<file path="src/rtl/pool_window_stream.sv">
// rtl/pool_window_stream.sv - streaming WINxWIN non-overlapping max/avg pooling engine
// Average pooling is compiled in only when POOL_AVG_EN is defined; default build is max-only.
module pool_window_stream #(
  parameter int PIXEL_WIDTH = 10,
  parameter int WIN         = 2,
  parameter int IMG_WIDTH   = 28,
  parameter int IMG_HEIGHT  = 28
) (
  input  logic                   clk_i,
  input  logic                   reset_i,
  input  logic                   start_i,
  input  logic                   mode_i,
  input  logic                   px_valid_i,
  input  logic [PIXEL_WIDTH-1:0] px_i,
  output logic [PIXEL_WIDTH-1:0] px_o,
  output logic                   px_valid_o,
  output logic                   busy_o,
  output logic                   frame_done_o
);

  localparam int LOG2W = $clog2(WIN);
`ifdef POOL_AVG_EN
  localparam int SH    = 2 * LOG2W;
  localparam int ACC_W = PIXEL_WIDTH + SH;
`else
  localparam int ACC_W = PIXEL_WIDTH;
`endif
  localparam int NCOL = IMG_WIDTH / WIN;
  localparam int CW   = (IMG_WIDTH > 1) ? $clog2(IMG_WIDTH) : 1;
  localparam int RW   = (IMG_HEIGHT > 1) ? $clog2(IMG_HEIGHT) : 1;
  localparam int IW   = (NCOL > 1) ? $clog2(NCOL) : 1;

  localparam logic [CW-1:0]    COL_LAST = CW'(IMG_WIDTH - 1);
  localparam logic [RW-1:0]    ROW_LAST = RW'(IMG_HEIGHT - 1);
  localparam logic [LOG2W-1:0] W_LAST   = LOG2W'(WIN - 1);

  if (WIN < 2 || WIN > 8 || (WIN & (WIN - 1)) != 0) begin : g_bad_win
    $error("pool_window_stream: WIN must be a power of two in 2..8");
  end
  if ((IMG_WIDTH % WIN) != 0 || (IMG_HEIGHT % WIN) != 0) begin : g_bad_img
    $error("pool_window_stream: IMG_WIDTH and IMG_HEIGHT must be multiples of WIN");
  end

  typedef enum logic [1:0] {S_IDLE, S_RUN, S_DONE} state_t;

  state_t                  state;
  logic [CW-1:0]           col;
  logic [RW-1:0]           row;
  logic signed [ACC_W-1:0] hacc;
  logic signed [ACC_W-1:0] lbuf [NCOL];
  logic signed [ACC_W-1:0] px_ext, h_new, v_new, lb_rd;
  logic [PIXEL_WIDTH-1:0]  pool_val;
  logic [IW-1:0]           col_idx;
  logic [LOG2W-1:0]        wcol, wrow;
  logic                    accept;

`ifdef POOL_AVG_EN
  logic avg_q;
`else
  logic unused_mode;
  assign unused_mode = mode_i;
`endif

  function automatic logic signed [ACC_W-1:0] smax(input logic signed [ACC_W-1:0] a,
                                                   input logic signed [ACC_W-1:0] b);
    return (a > b) ? a : b;
  endfunction

  assign px_ext  = ACC_W'($signed(px_i));
  assign col_idx = IW'(col >> LOG2W);
  assign wcol    = col[LOG2W-1:0];
  assign wrow    = row[LOG2W-1:0];
  assign accept  = (state == S_RUN) && px_valid_i && !start_i;

  // Horizontal result restarts at each window's first column; the vertical
  // merge takes the line-buffer partial unless this is the window's first row.
  always_comb begin
    lb_rd = lbuf[col_idx];
    h_new = px_ext;
    if (wcol != '0) h_new = smax(hacc, px_ext);
`ifdef POOL_AVG_EN
    if (avg_q && wcol != '0) h_new = hacc + px_ext;
`endif
    v_new = h_new;
    if (wrow != '0) v_new = smax(lb_rd, h_new);
`ifdef POOL_AVG_EN
    if (avg_q && wrow != '0) v_new = lb_rd + h_new;
    pool_val = avg_q ? PIXEL_WIDTH'(v_new >>> SH) : v_new[PIXEL_WIDTH-1:0];
`else
    pool_val = v_new;
`endif
  end

  // The last row of a window never needs storing; its result goes straight out.
  always_ff @(posedge clk_i) begin
    if (accept && wcol == W_LAST && wrow != W_LAST) lbuf[col_idx] <= v_new;
  end

  always_ff @(posedge clk_i or posedge reset_i) begin
    if (reset_i) begin
      state        <= S_IDLE;
      col          <= '0;
      row          <= '0;
      hacc         <= '0;
      px_o         <= '0;
      px_valid_o   <= 1'b0;
      busy_o       <= 1'b0;
      frame_done_o <= 1'b0;
`ifdef POOL_AVG_EN
      avg_q        <= 1'b0;
`endif
    end else begin
      px_valid_o   <= 1'b0;
      frame_done_o <= 1'b0;
      case (state)
        S_IDLE: begin
          if (start_i) begin
            state  <= S_RUN;
            busy_o <= 1'b1;
            col    <= '0;
            row    <= '0;
`ifdef POOL_AVG_EN
            avg_q  <= mode_i;
`endif
          end
        end
        S_RUN: begin
          if (start_i) begin
            col   <= '0;
            row   <= '0;
`ifdef POOL_AVG_EN
            avg_q <= mode_i;
`endif
          end else if (px_valid_i) begin
            hacc <= h_new;
            if (wcol == W_LAST && wrow == W_LAST) begin
              px_o       <= pool_val;
              px_valid_o <= 1'b1;
            end
            if (col == COL_LAST) begin
              col <= '0;
              if (row == ROW_LAST) begin
                row          <= '0;
                state        <= S_DONE;
                busy_o       <= 1'b0;
                frame_done_o <= 1'b1;
              end else begin
                row <= row + 1'b1;
              end
            end else begin
              col <= col + 1'b1;
            end
          end
        end
        S_DONE:  state <= S_IDLE;
        default: state <= S_IDLE;
      endcase
    end
  end

endmodule

</file>
<file path="config.mk">
export PLATFORM = sky130hd
export DESIGN_NAME = pool_window_stream
export DESIGN_NICKNAME = d
export VERILOG_FILES = /design/src/rtl/pool_window_stream.sv
export SDC_FILE = /design/constraint.sdc
export NUM_CORES = 1
export LEC_CHECK = 0
export ABC_AREA = 1
export BUFFER_PORTS_ARGS = -buffer_cell sky130_fd_sc_hd__buf_2
export CORE_UTILIZATION = 40
export DETAILED_ROUTE_END_ITERATION = 8
export PLACE_DENSITY = 0.65
export SETUP_SLACK_MARGIN = 0.4
export SYNTH_ARGS = -nofsm -noshare
export SYNTH_HDL_FRONTEND = slang
export SYNTH_SLANG_ARGS = --single-unit
</file>
<file path="constraint.sdc">
create_clock -name clk_i -period 3.5 [get_ports clk_i]
set_input_delay 0.525 -clock clk_i [delete_from_list [all_inputs] [get_ports clk_i]]
set_output_delay 0.525 -clock clk_i [all_outputs]
set_load 0.05 [all_outputs]
</file>
==> metrics.md, run 1 <==
| Metric | Value |
|---|---|
| Leak | `4.231 nW` |
| Arr. time, crit path | `3.77 ns` |
| Post-layout util | `55.55%` |
| Fillcell total | `1507` |
| Pins Over Slew Limit | `0` |
| Mapped cell area | `7784 um^2` |
| Max-cap violations | `0` |
| Synth Area per Inst | `11.33 um^2` |
| GR Overflow Total | `0` |
| Post-DP HPWL | `11430 um` |
| Total number of vias | `6100` |
| Crit end category | `flop` |
| Max-slew headroom | `68.51%` |
| Max Root-Sink Buffers | `2` |
| Clk pin slew, worst setup/hold paths | `0.07 ns` |
| Drt drc | `0` |
| GP Congestion | `0.8231` |
| Total GRT Usage | `21.81%` |
| Antenna Cells | `0` |
| Hold Buf Count CTS | `0` |
| Global-route wire length before repair | `31490 um` |
| Initial Util | `41.20%` |
| Cell Pwr Density | `638.8 nW/um^2` |
| CTS root buffer | `clkbuf_16` |
| Setup Skew | `0.01511 ns` |
| P&R area growth vs syn | `34.83%` |
| CTS tree | `done` |
| RSZ-0062 raised after global routing | `yes` |
| Placed insts | `1034` |
| Fin cells | `1106` |
| Synth top area cells | `edfxtp_1 (54%), dfrtp_1 (11%), nand2_1 (8.2%)` |
| Synth Net Count | `724` |
| Via density per instance | `5.515` |
| Status | `finished with violations` |
| Starting DRT DRC Count | `591` |
| Synth unique cells | `34` |
| CTS sink cnt | `175` |
| Register area | `5081 um^2` |
| Ports | `28` |
| Pre-CTS WS | `-0.2383 ns` |
| Most frequent cell after synthesis | `nand2_1` |
| Die Ht | `141.5 um` |
| Setup TNS | `-11.23 ns` |
| CTS Buf Count | `17` |
| Wire length per cell | `20.67 um` |
| Min Tclk post-route | `3.608 ns` |
| DIE AREA | `20020 um^2` |
| DRT antenna net count | `0` |
| Peak supply drop | `0.4137 mV` |
| Number of I/O port buffers | `26` |
| Area of the multi-input gates | `3176 um^2` |
| Slew @ Worst Pin | `0.4723 ns` |
| Core outline area | `18890 um^2` |
| Layout cell share with drive strength beyond 1 | `35.46%` |
| Final period utilization | `103.1%` |
| Synth top area share | `54.01%` |
| Achievable Freq | `277.2 MHz` |
| Setup ws final | `-0.1080 ns` |
| Synth warn | `0` |
| Sequential-to-total area share from yosys stat | `65.26%` |
| Post-synth top cells | `nand2_1 (170), edfxtp_1 (140), inv_1 (53)` |
| Vias in the first global route | `5700` |
| Req. time, crit path | `3.66 ns` |
| EDFF count, synth | `140` |
| Initial antenna violation count | `0` |
| Prevailing post-synth register cell | `edfxtp_1` |
| Largest net degree at the start of global routing | `36` |
| Post-Route WL | `22860 um` |
| Clock Latency Late Sink | `0.43 ns` |
| Row count | `50` |
| Fin Hold WS | `0.2044 ns` |
| Count of final hold-check violations | `0` |
| Failing checks | `negative setup slack` |
| Synth Register Bits | `175` |
| Nets | `870` |
| Worst setup path class | `reg -> reg` |
| Area leader, netlist | `edfxtp_1` |
| H-tree depth | `4` |
| Hold Crit Class | `in -> async` |
| Pre-Repair DR Iteration Count | `5` |
| Endpoints failing setup | `140` |
| Die W | `141.5 um` |
| Critical path fanouts, max | `7` |
| Startpoint Class | `flop` |
| Mapped Cells | `687` |
| Post-synth ARST share | `20.00%` |
-- metrics by stage --
| step | area [um^2] | power [mW] |
|---|---|---|
| final | 10500 | 6.704 |
| after global routing | 10500 | 6.907 |
| after CTS | 10080 | 6.292 |
| after detailed placement | 8826 | 4.072 |
| after global placement | 8826 | 4.044 |
| after floorplan | 7831 | 3.533 |
-- placed cells by master, fill, tap and decap left out, drive strengths merged --
master	Yosys	routed
or2	4	4
o211ai	4	4
and2	19	29
nand2	171	172
bufinv	0	1
o311ai	1	1
ha	22	22
nor2	52	52
a22oi	61	61
nand3	38	39
nor3	5	5
dfrtp	35	35
o22ai	2	2
buf	18	139
nand4	16	16
a21oi	11	11
nand3b	1	1
o31ai	1	1
clkbuf	6	22
o21ai	23	23
clkinv	2	5
edfxtp	140	140
nor4	1	1
inv	54	58
clkinvlp	0	2
-- power by group --
part | switching (mW) | internal [mW] | leakage [nW] | total, mW
combinational | 1.43 | 0.899 | 2.26 | 2.33
sequential | 0.0643 | 2.52 | 1.71 | 2.59
clock | 0.794 | 0.990 | 0.260 | 1.78
total | 2.29 | 4.41 | 4.23 | 6.70
-- registers in the layout, indices dropped and copies added, names as in the netlist --
register      cells
busy_o            1
lbuf            140
row               5
state             2
px_o             10
px_valid_o        1
col               5
hacc             10
frame_done_o      1
-- path summary, 6_finish.rpt --
kind                                startpoint                   end  slack, ns  cells after the start
min reg2reg                px_o[4]$_DFFE_PP0P_   px_o[4]$_DFFE_PP0P_       0.47                      2
min                                    reset_i    row[2]$_DFFE_PP0P_       0.20                      3
max                        hacc[7]$_DFFE_PP0P_  lbuf[6][9]$_DFFE_PP_      -0.11                     21
max reg2reg                hacc[7]$_DFFE_PP0P_  lbuf[6][9]$_DFFE_PP_      -0.11                     21
min in group clk_i                     start_i    busy_o$_DFFE_PP0P_       0.41                      3
max in group asynchronous              reset_i    col[2]$_DFFE_PP0P_       2.95                      3
-- cell families after synthesis --
kind of cell | share of synthesized area [%]
AOI/OAI and AO/OA | 9.516
adders and majority gates | 3.536
buffers and inverters | 4.436
DFF | 65.26
and+or+nand+nor | 17.25
-- what timing repair did --
| item | 4_1_cts | 5_1_grt |
|---|---|---|
| buffers inserted | 20 | 6 |
| setup endpoints to repair | 150 | 150 |
| gates cloned | 10 | 4 |
| gates resized for setup | 92 | 73 |
| pin swaps | 27 | 57 |
-- layer usage --
layer  GRT usage, %  wire length [um]  vias up
li1               -                 -     2738
met1          27.13              8810     2978
met2          35.49             11030      316
met3          6.412              2272       68
met4          9.338               749        0
met5              0                 0        -
-- critical path, cell delays in order (launching register included) --
cell	delay (ns)
dfrtp_1	0.43
ha_4	0.27
nand2_1	0.08
nand2_1	0.10
a21oi_2	0.20
nand3_2	0.11
nand2_4	0.13
buf_6	0.14
nand4_1	0.14
and2_4	0.20
ha_4	0.28
nand2_1	0.07
inv_2	0.07
nand2_1	0.08
nand2_1	0.12
nand2_1	0.10
nand3_2	0.09
nand2_4	0.07
nand2_8	0.13
buf_12	0.15
nand3_4	0.11
and2_4	0.24
-- area by class of cell --
| cell class | count | share of cell area [%] |
|---|---|---|
| Inverter | 56 | 2.003 |
| Clock inverter | 10 | 0.9776 |
| Multi-Input combinational cell | 444 | 30.26 |
| Timing Repair Buffer | 139 | 11.02 |
| Clock buffer | 22 | 4.232 |
| Sequential cell | 175 | 48.41 |
| Tap cell | 260 | 3.100 |
Note: power is estimated with default switching activity, not from simulation.
==> run 2: changes to the inputs <==
Settings changed: CORE_ASPECT_RATIO set to 0.75.
==> run 2 against run 1 <==
Net effect: fmax rose by 6.9%; clock skew is 0.0062 ns lower; non-clock buffer count decreased by 4; hold slack got worse by 0.038 ns; core utilization decreased by 0.63 points; critical path type unchanged; the run now ends clean; combinational power shrank 7%; critical path depth shrank 2.
==> metrics.md, run 2 (same netlist as run 1, synthesis figures left out) <==
| Metric | Value |
|---|---|
| Status | `finished clean (was finished with violations)` |
| Initial antenna violation count | `0 (unchanged)` |
| Clock Latency Late Sink | `0.44 ns (was 0.43 ns)` |
| Largest net degree at the start of global routing | `36 (unchanged)` |
| Via density per instance | `5.498 (was 5.515)` |
| RSZ-0062 raised after global routing | `yes (unchanged)` |
| CTS Buf Count | `17 (unchanged)` |
| Die Ht | `122.8 um (was 141.5 um)` |
| H-tree depth | `4 (unchanged)` |
| GP Congestion | `0.8224 (was 0.8231)` |
| Slew @ Worst Pin | `0.4758 ns (was 0.4723 ns)` |
| Setup TNS | `0 ns (was -11.23 ns)` |
| Worst setup path class | `reg -> reg (unchanged)` |
| Fin Hold WS | `0.1668 ns (was 0.2044 ns)` |
| Launch point of the critical path | `hacc[3]$_DFFE_PP0P_ (was hacc[7]$_DFFE_PP0P_)` |
| Fillcell total | `1475 (was 1507)` |
| Peak supply drop | `0.4886 mV (was 0.4137 mV)` |
| Endpoints failing setup | `0 (was 140)` |
| Count of final hold-check violations | `0 (unchanged)` |
| Max FFs per register | `140 (unchanged)` |
| Reg2reg setup slack | `0.12 ns (was -0.11 ns)` |
| Final Cell Area | `10310 um^2 (was 10500 um^2)` |
| Max Root-Sink Buffers | `2 (unchanged)` |
| Die W | `163.1 um (was 141.5 um)` |
| CTS tree | `done (unchanged)` |
| Final period utilization | `96.47% (was 103.1%)` |
| Placed insts | `1017 (was 1034)` |
| Core outline area | `18780 um^2 (was 18890 um^2)` |
| DIE AREA | `20030 um^2 (was 20020 um^2)` |
| Critical Path Sink | `lbuf[8][6]$_DFFE_PP_ (was lbuf[6][9]$_DFFE_PP_)` |
| Antenna Cells | `0 (unchanged)` |
| CTS root buffer | `clkbuf_16 (unchanged)` |
| Worst r2r dst | `lbuf[8][6]$_DFFE_PP_ (was lbuf[6][9]$_DFFE_PP_)` |
| Global-route wire length before repair | `31840 um (was 31490 um)` |
| Register-to-Register Path Depth | `19 (was 21)` |
| Critical R2R Launch | `hacc[3]$_DFFE_PP0P_ (was hacc[7]$_DFFE_PP0P_)` |
| Register with the most flip-flops | `lbuf (unchanged)` |
| Min Tclk post-route | `3.376 ns (was 3.608 ns)` |
| Initial Util | `41.45% (was 41.20%)` |
| Max-cap violations | `0 (unchanged)` |
| Total GRT Usage | `22.06% (was 21.81%)` |
| Post-Route WL | `22090 um (was 22860 um)` |
| Achievable Freq | `296.2 MHz (was 277.2 MHz)` |
| GR Overflow Total | `0 (unchanged)` |
| Pins Over Slew Limit | `0 (unchanged)` |
| P&R area growth vs syn | `32.49% (was 34.83%)` |
| Clk pin slew, worst setup/hold paths | `0.07 ns (about the same)` |
| Largest regs | `lbuf: 140 flops, hacc: 10 flops, px_o: 10 flops (unchanged)` |
| Req. time, crit path | `3.67 ns (was 3.66 ns)` |
| Arr. time, crit path | `3.55 ns (was 3.77 ns)` |
| Row count | `43 (was 50)` |
| Commonest non-fill, non-tap cell in the layout | `nand2_1 (unchanged)` |
| Nets | `865 (was 870)` |
| Crit end category | `flop (unchanged)` |
| Hold Buf Count CTS | `0 (unchanged)` |
| DRT antenna net count | `0 (unchanged)` |
| Cell Pwr Density | `638.2 nW/um^2 (was 638.8 nW/um^2)` |
| Wire length per cell | `20.31 um (was 20.67 um)` |
| Drt drc | `0 (unchanged)` |
| Number of I/O port buffers | `26 (unchanged)` |
| Total number of vias | `5982 (was 6100)` |
| CTS sink cnt | `175 (unchanged)` |
| Ports | `28 (unchanged)` |
| Area post-placement | `8780 um^2 (was 8826 um^2)` |
| Fin cells | `1088 (was 1106)` |
| Commonest cells after routing, fill and taps aside | `nand2_1 (159), edfxtp_1 (140), buf_4 (90) (was nand2_1 (153), edfxtp_1 (140), buf_4 (83))` |
| Layout cell share with drive strength beyond 1 | `33.89% (was 35.46%)` |
| Post-DP HPWL | `11830 um (was 11430 um)` |
| Hold Crit Class | `in -> async (unchanged)` |
| Setup Skew | `0.008932 ns (was 0.01511 ns)` |
| Critical path fanouts, max | `7 (unchanged)` |
| Startpoint Class | `flop (unchanged)` |
| Starting DRT DRC Count | `602 (was 591)` |
| Vias in the first global route | `5645 (was 5700)` |
| Max-slew headroom | `68.28% (was 68.51%)` |
| Leak | `4.192 nW (was 4.231 nW)` |
| Pre-Repair DR Iteration Count | `5 (unchanged)` |
==> run 2: cell types whose count changed in the layout (fill, tap and decap cells not counted), moves of 4 or more <==
cell	before	now
clkbuf_1	5	0
buf_4	83	90
nand3_1	4	8
nand3_4	25	18
buf_6	22	13
nand2_2	13	6
nand2_1	153	159
==> run 2: power by group <==
group / internal [mW] / switching [mW]
clock network: 0.988 / 0.839
logic: 0.829 / 1.34
registers: 2.52 / 0.0627
==> run 2: worst min-delay path by stage <==
| stage | startpoint | end | slack [ns] | cells after the start |
|---|---|---|---|---|
| global placement | px_o[4]$_DFFE_PP0P_ | px_o[4]$_DFFE_PP0P_ | 0.46 | 2 |
| floorplan | row[1]$_DFFE_PP0P_ | row[1]$_DFFE_PP0P_ | 0.48 | 2 |
| CTS | reset_i | row[4]$_DFFE_PP0P_ | 0.18 | 3 |
| finish | reset_i | state[1]$_DFFE_PP0P_ | 0.17 | 3 |
| detailed placement | px_o[7]$_DFFE_PP0P_ | px_o[7]$_DFFE_PP0P_ | 0.46 | 2 |
| global route | reset_i | row[4]$_DFFE_PP0P_ | 0.22 | 3 |
==> run 2: repair_timing <==
item                                    in CTS  in global routing
setup buffers                               23                  3
pin swaps                                   43                 29
cloned                                      10                  3
gates resized for setup                     93                 37
endpoints found under the setup margin     150                150
==> run 2: layout make-up <==
class | count | area, um^2 | share of cell area [%]
flip-flops and latches | 175 | 5080 | 49.26
clock inverters | 15 | 133.9 | 1.298
inverters | 56 | 211.5 | 2.050
multi-input cells | 443 | 3085 | 29.92
well taps | 247 | 309.0 | 2.997
clock buffers | 17 | 425.4 | 4.125
repair buffers | 135 | 1067 | 10.35
==> run 2: per-layer routing <==
layer,share of wire (%),up-vias,track usage (%)
met4,1.4,0,5.666
met5,0,-,0
li1,-,2724,-
met3,11,36,6.928
met1,43,2938,31.96
met2,45,284,31.94
==> run 2: critical path, stage by stage (launching register included) <==
cell     delay [ns]
dfrtp_1        0.41
ha_4           0.28
nand2_2        0.06
nor2_4         0.15
nand3_2        0.11
nand4_1        0.13
buf_6          0.15
buf_6          0.12
nand4_1        0.11
and2_4         0.20
ha_4           0.28
nand3_2        0.08
nor2_2         0.14
nand2_1        0.08
nand3_2        0.09
nand2_4        0.07
nand2_8        0.11
buf_8          0.15
nand3_4        0.12
and2_4         0.25
==> run 2: metrics by stage <==
stage          util, %  setup WS, ns  power, mW
4_1_cts          53.61        0.2615      6.335
3_5_place_dp     46.76       -0.1820      4.048
5_1_grt          54.92     -0.005796      6.820
2_1_floorplan        -        0.4014      3.533
6_report         54.92        0.1236      6.582
3_3_place_gp     46.76       -0.1847      4.021
==> run 3: changes to the inputs <==
Settings changed: CORE_UTILIZATION 40 to 30, CTS_CLUSTER_DIAMETER set to 120, PLACE_DENSITY 0.65 to 0.54, RECOVER_POWER set to 50.
==> run 3 against run 2 <==
Net effect: first-iteration DRC count is 18% lower; the run now ends with max-capacitance violations, max-slew violations left; via count down 3.8%; critical path type unchanged; fmax fell by 1.2%.
==> metrics.md, run 3 (same netlist as run 1, synthesis figures left out) <==
| Metric | Value |
|---|---|
| Total GRT Usage | `15.37% (was 22.06%)` |
| H-tree depth | `4 (unchanged)` |
| Hold Crit Class | `in -> reg (was in -> async)` |
| DRT antenna net count | `0 (unchanged)` |
| Launch point of the critical path | `hacc[5]$_DFFE_PP0P_ (was hacc[3]$_DFFE_PP0P_)` |
| Pre-Repair DR Iteration Count | `5 (unchanged)` |
| Final period utilization | `97.62% (was 96.47%)` |
| Pwr Total | `6.585 mW (was 6.582 mW)` |
| Clk pin slew, worst setup/hold paths | `0.07 ns (about the same)` |
| Via density per instance | `4.861 (was 5.498)` |
| Setup Skew | `0.01141 ns (was 0.008932 ns)` |
| Drt drc | `0 (unchanged)` |
| Max Root-Sink Buffers | `2 (unchanged)` |
| Worst r2r dst | `lbuf[13][8]$_DFFE_PP_ (was lbuf[8][6]$_DFFE_PP_)` |
| Clock network power share | `29.0% (was 27.8%)` |
| Commonest cells after routing, fill and taps aside | `nand2_1 (157), edfxtp_1 (140), buf_4 (95) (was nand2_1 (159), edfxtp_1 (140), buf_4 (90))` |
| Critical path fanouts, max | `7 (unchanged)` |
| Row count | `50 (was 43)` |
| Nets | `870 (was 865)` |
| Worst min-delay path endpoint | `busy_o$_DFFE_PP0P_` |
| Min Tclk post-route | `3.417 ns (was 3.376 ns)` |
| Leak | `4.167 nW (was 4.192 nW)` |
| RSZ-0062 raised after global routing | `yes (unchanged)` |
| Endpoints failing setup | `0 (unchanged)` |
| Commonest non-fill, non-tap cell in the layout | `nand2_1 (unchanged)` |
| Arr. time, crit path | `3.59 ns (was 3.55 ns)` |
| Clock Latency Late Sink | `0.43 ns (was 0.44 ns)` |
| Crit end category | `flop (unchanged)` |
| Internal power | `4.401 mW (was 4.340 mW)` |
| Post-Route WL | `21030 um (was 22090 um)` |
| GP Congestion | `0.8185 (was 0.8224)` |
| CTS tree | `done (unchanged)` |
| Achievable Freq | `292.7 MHz (was 296.2 MHz)` |
| Register-to-Register Path Depth | `22 (was 19)` |
| Total number of vias | `5755 (was 5982)` |
| Slew @ Worst Pin | `2.140 ns (was 0.4758 ns)` |
| CTS root buffer | `clkbuf_16 (unchanged)` |
| Cell Pwr Density | `628.9 nW/um^2 (was 638.2 nW/um^2)` |
| Pins Over Slew Limit | `36 (was 0)` |
| Post-DP HPWL | `12590 um (was 11830 um)` |
| Initial Util | `30.87% (was 41.45%)` |
| Failing checks | `max-capacitance violations, max-slew violations` |
| Register share of total power | `39.4% (was 39.3%)` |
| Die Ht | `141.5 um (was 122.8 um)` |
| Ports | `28 (unchanged)` |
| Number of I/O port buffers | `26 (unchanged)` |
| Global-route wire length before repair | `30860 um (was 31840 um)` |
| Worst setup path class | `reg -> reg (unchanged)` |
| Pre-CTS WS | `-0.2513 ns (was -0.1820 ns)` |
| Reg2reg setup slack | `0.08 ns (was 0.12 ns)` |
| Max-cap violations | `1 (was 0)` |
| Sw Ratio | `33.16% (was 34.06%)` |
| P&R area growth vs syn | `34.51% (was 32.49%)` |
| CTS sink cnt | `175 (unchanged)` |
| GR Overflow Total | `0 (unchanged)` |
| Placed insts | `1122 (was 1017)` |
| DIE AREA | `26600 um^2 (was 20030 um^2)` |
| Fin cells | `1184 (was 1088)` |
| Largest regs | `lbuf: 140 flops, hacc: 10 flops, px_o: 10 flops (unchanged)` |
| Antenna Cells | `0 (unchanged)` |
| Startpoint Class | `flop (unchanged)` |
| Count of final hold-check violations | `0 (unchanged)` |
| Core outline area | `25210 um^2 (was 18780 um^2)` |
| Register with the most flip-flops | `lbuf (unchanged)` |
| Status | `finished with violations (was finished clean)` |
| Starting DRT DRC Count | `494 (was 602)` |
| Worst Hold Depth | `3` |
| Hold Path Origin | `start_i` |
| Critical R2R Launch | `hacc[5]$_DFFE_PP0P_ (was hacc[3]$_DFFE_PP0P_)` |
| Fillcell total | `2381 (was 1475)` |
| Switching power | `2.184 mW (was 2.242 mW)` |
| Logic pwr share | `31.6% (was 32.9%)` |
| Max-slew headroom | `-42.65% (was 68.28%)` |
| Die W | `188.0 um (was 163.1 um)` |
| Initial antenna violation count | `0 (unchanged)` |
| Wire length per cell | `17.76 um (was 20.31 um)` |
| Req. time, crit path | `3.67 ns (about the same)` |
| CTS Buf Count | `17 (unchanged)` |
| Largest net degree at the start of global routing | `36 (unchanged)` |
| Vias in the first global route | `5389 (was 5645)` |
| Max FFs per register | `140 (unchanged)` |
| Peak supply drop | `0.4601 mV (was 0.4886 mV)` |
| Setup ws final | `0.08346 ns (was 0.1236 ns)` |
| Layout cell share with drive strength beyond 1 | `32.39% (was 33.89%)` |
-- run 3: power by group through the flow --
stage,registers [mW],logic [mW],clock network (mW)
after floorplan,2.80,0.730,0
after global placement,2.63,1.43,0
after detailed placement,2.63,1.45,0
after CTS,2.59,1.79,1.94
after global routing,2.60,2.22,2.02
final,2.59,2.08,1.91
-- run 3: what timing repair did --
action | in CTS | in global routing
pin swaps | 33 | 21
setup endpoints to repair | 150 | 150
setup buffers | 16 | 0
gates cloned | 7 | 7
gates resized for setup | 73 | 60
hold buffers | 0 | 0
-- run 3: layout make-up --
type                       count  area, um^2  area share (%)
timing repair buffer         139        1062           10.15
clock inverter                14       156.4           1.494
multi-input combinational    444        3105           29.66
inverter                      56       214.0           2.044
tap                          338       422.9           4.039
clock buffer                  18       429.2           4.099
sequential                   175        5080           48.52
-- run 3: critical path, stage by stage (launching register included) --
cell and delay [ns]:
dfrtp_1 0.42, ha_4 0.31, nand2_4 0.06, nor2_4 0.10, buf_6 0.12, nand3_4 0.07
nand4_1 0.10, buf_4 0.15, buf_6 0.12, nand4_1 0.10, and2_4 0.19, ha_4 0.27
nand2_2 0.05, nand2_2 0.06, nand2_1 0.05, nand3b_1 0.09, nand2_1 0.09, nand3_2 0.09
nand2_4 0.07, nand2_8 0.13, buf_12 0.16, nand3_4 0.11, and2_4 0.24
-- run 3: through the flow --
| step | cell area [um^2] | hold WS [ns] | TNS [ns] | util, % |
|---|---|---|---|---|
| finish | 10470 | 0.3958 | 0 | 41.53 |
| global route | 10470 | 0.4463 | -0.2987 | 41.53 |
| CTS | 10120 | 0.2177 | 0 | 40.14 |
| detailed placement | 8999 | 0.4613 | -33.84 | 35.69 |
| global placement | 8999 | 0.4609 | -27.60 | 35.69 |
| floorplan | 7831 | 0.4784 | 0 | - |
-- run 3: routing by layer --
metal / track usage, % / routed length, um / share of wire [%] / vias to the layer above
li1: - / - / - / 2737
met2: 22.00 / 9145 / 43 / 170
met4: 4.065 / 261 / 1.2 / 0
met3: 2.943 / 1232 / 5.9 / 24
met5: 0 / 0 / 0 / -
met1: 23.49 / 10390 / 49 / 2824
-- run 3: how the worst max path moves through the flow --
stage / endpoint / slack [ns] / cells after the start
CTS: lbuf[13][3]$_DFFE_PP_ / 0.17 / 22
global placement: lbuf[9][1]$_DFFE_PP_ / -0.20 / 21
global route: lbuf[12][8]$_DFFE_PP_ / -0.02 / 22
finish: lbuf[13][8]$_DFFE_PP_ / 0.08 / 22
detailed placement: lbuf[8][1]$_DFFE_PP_ / -0.25 / 21
floorplan: lbuf[0][8]$_DFFE_PP_ / 0.40 / 20
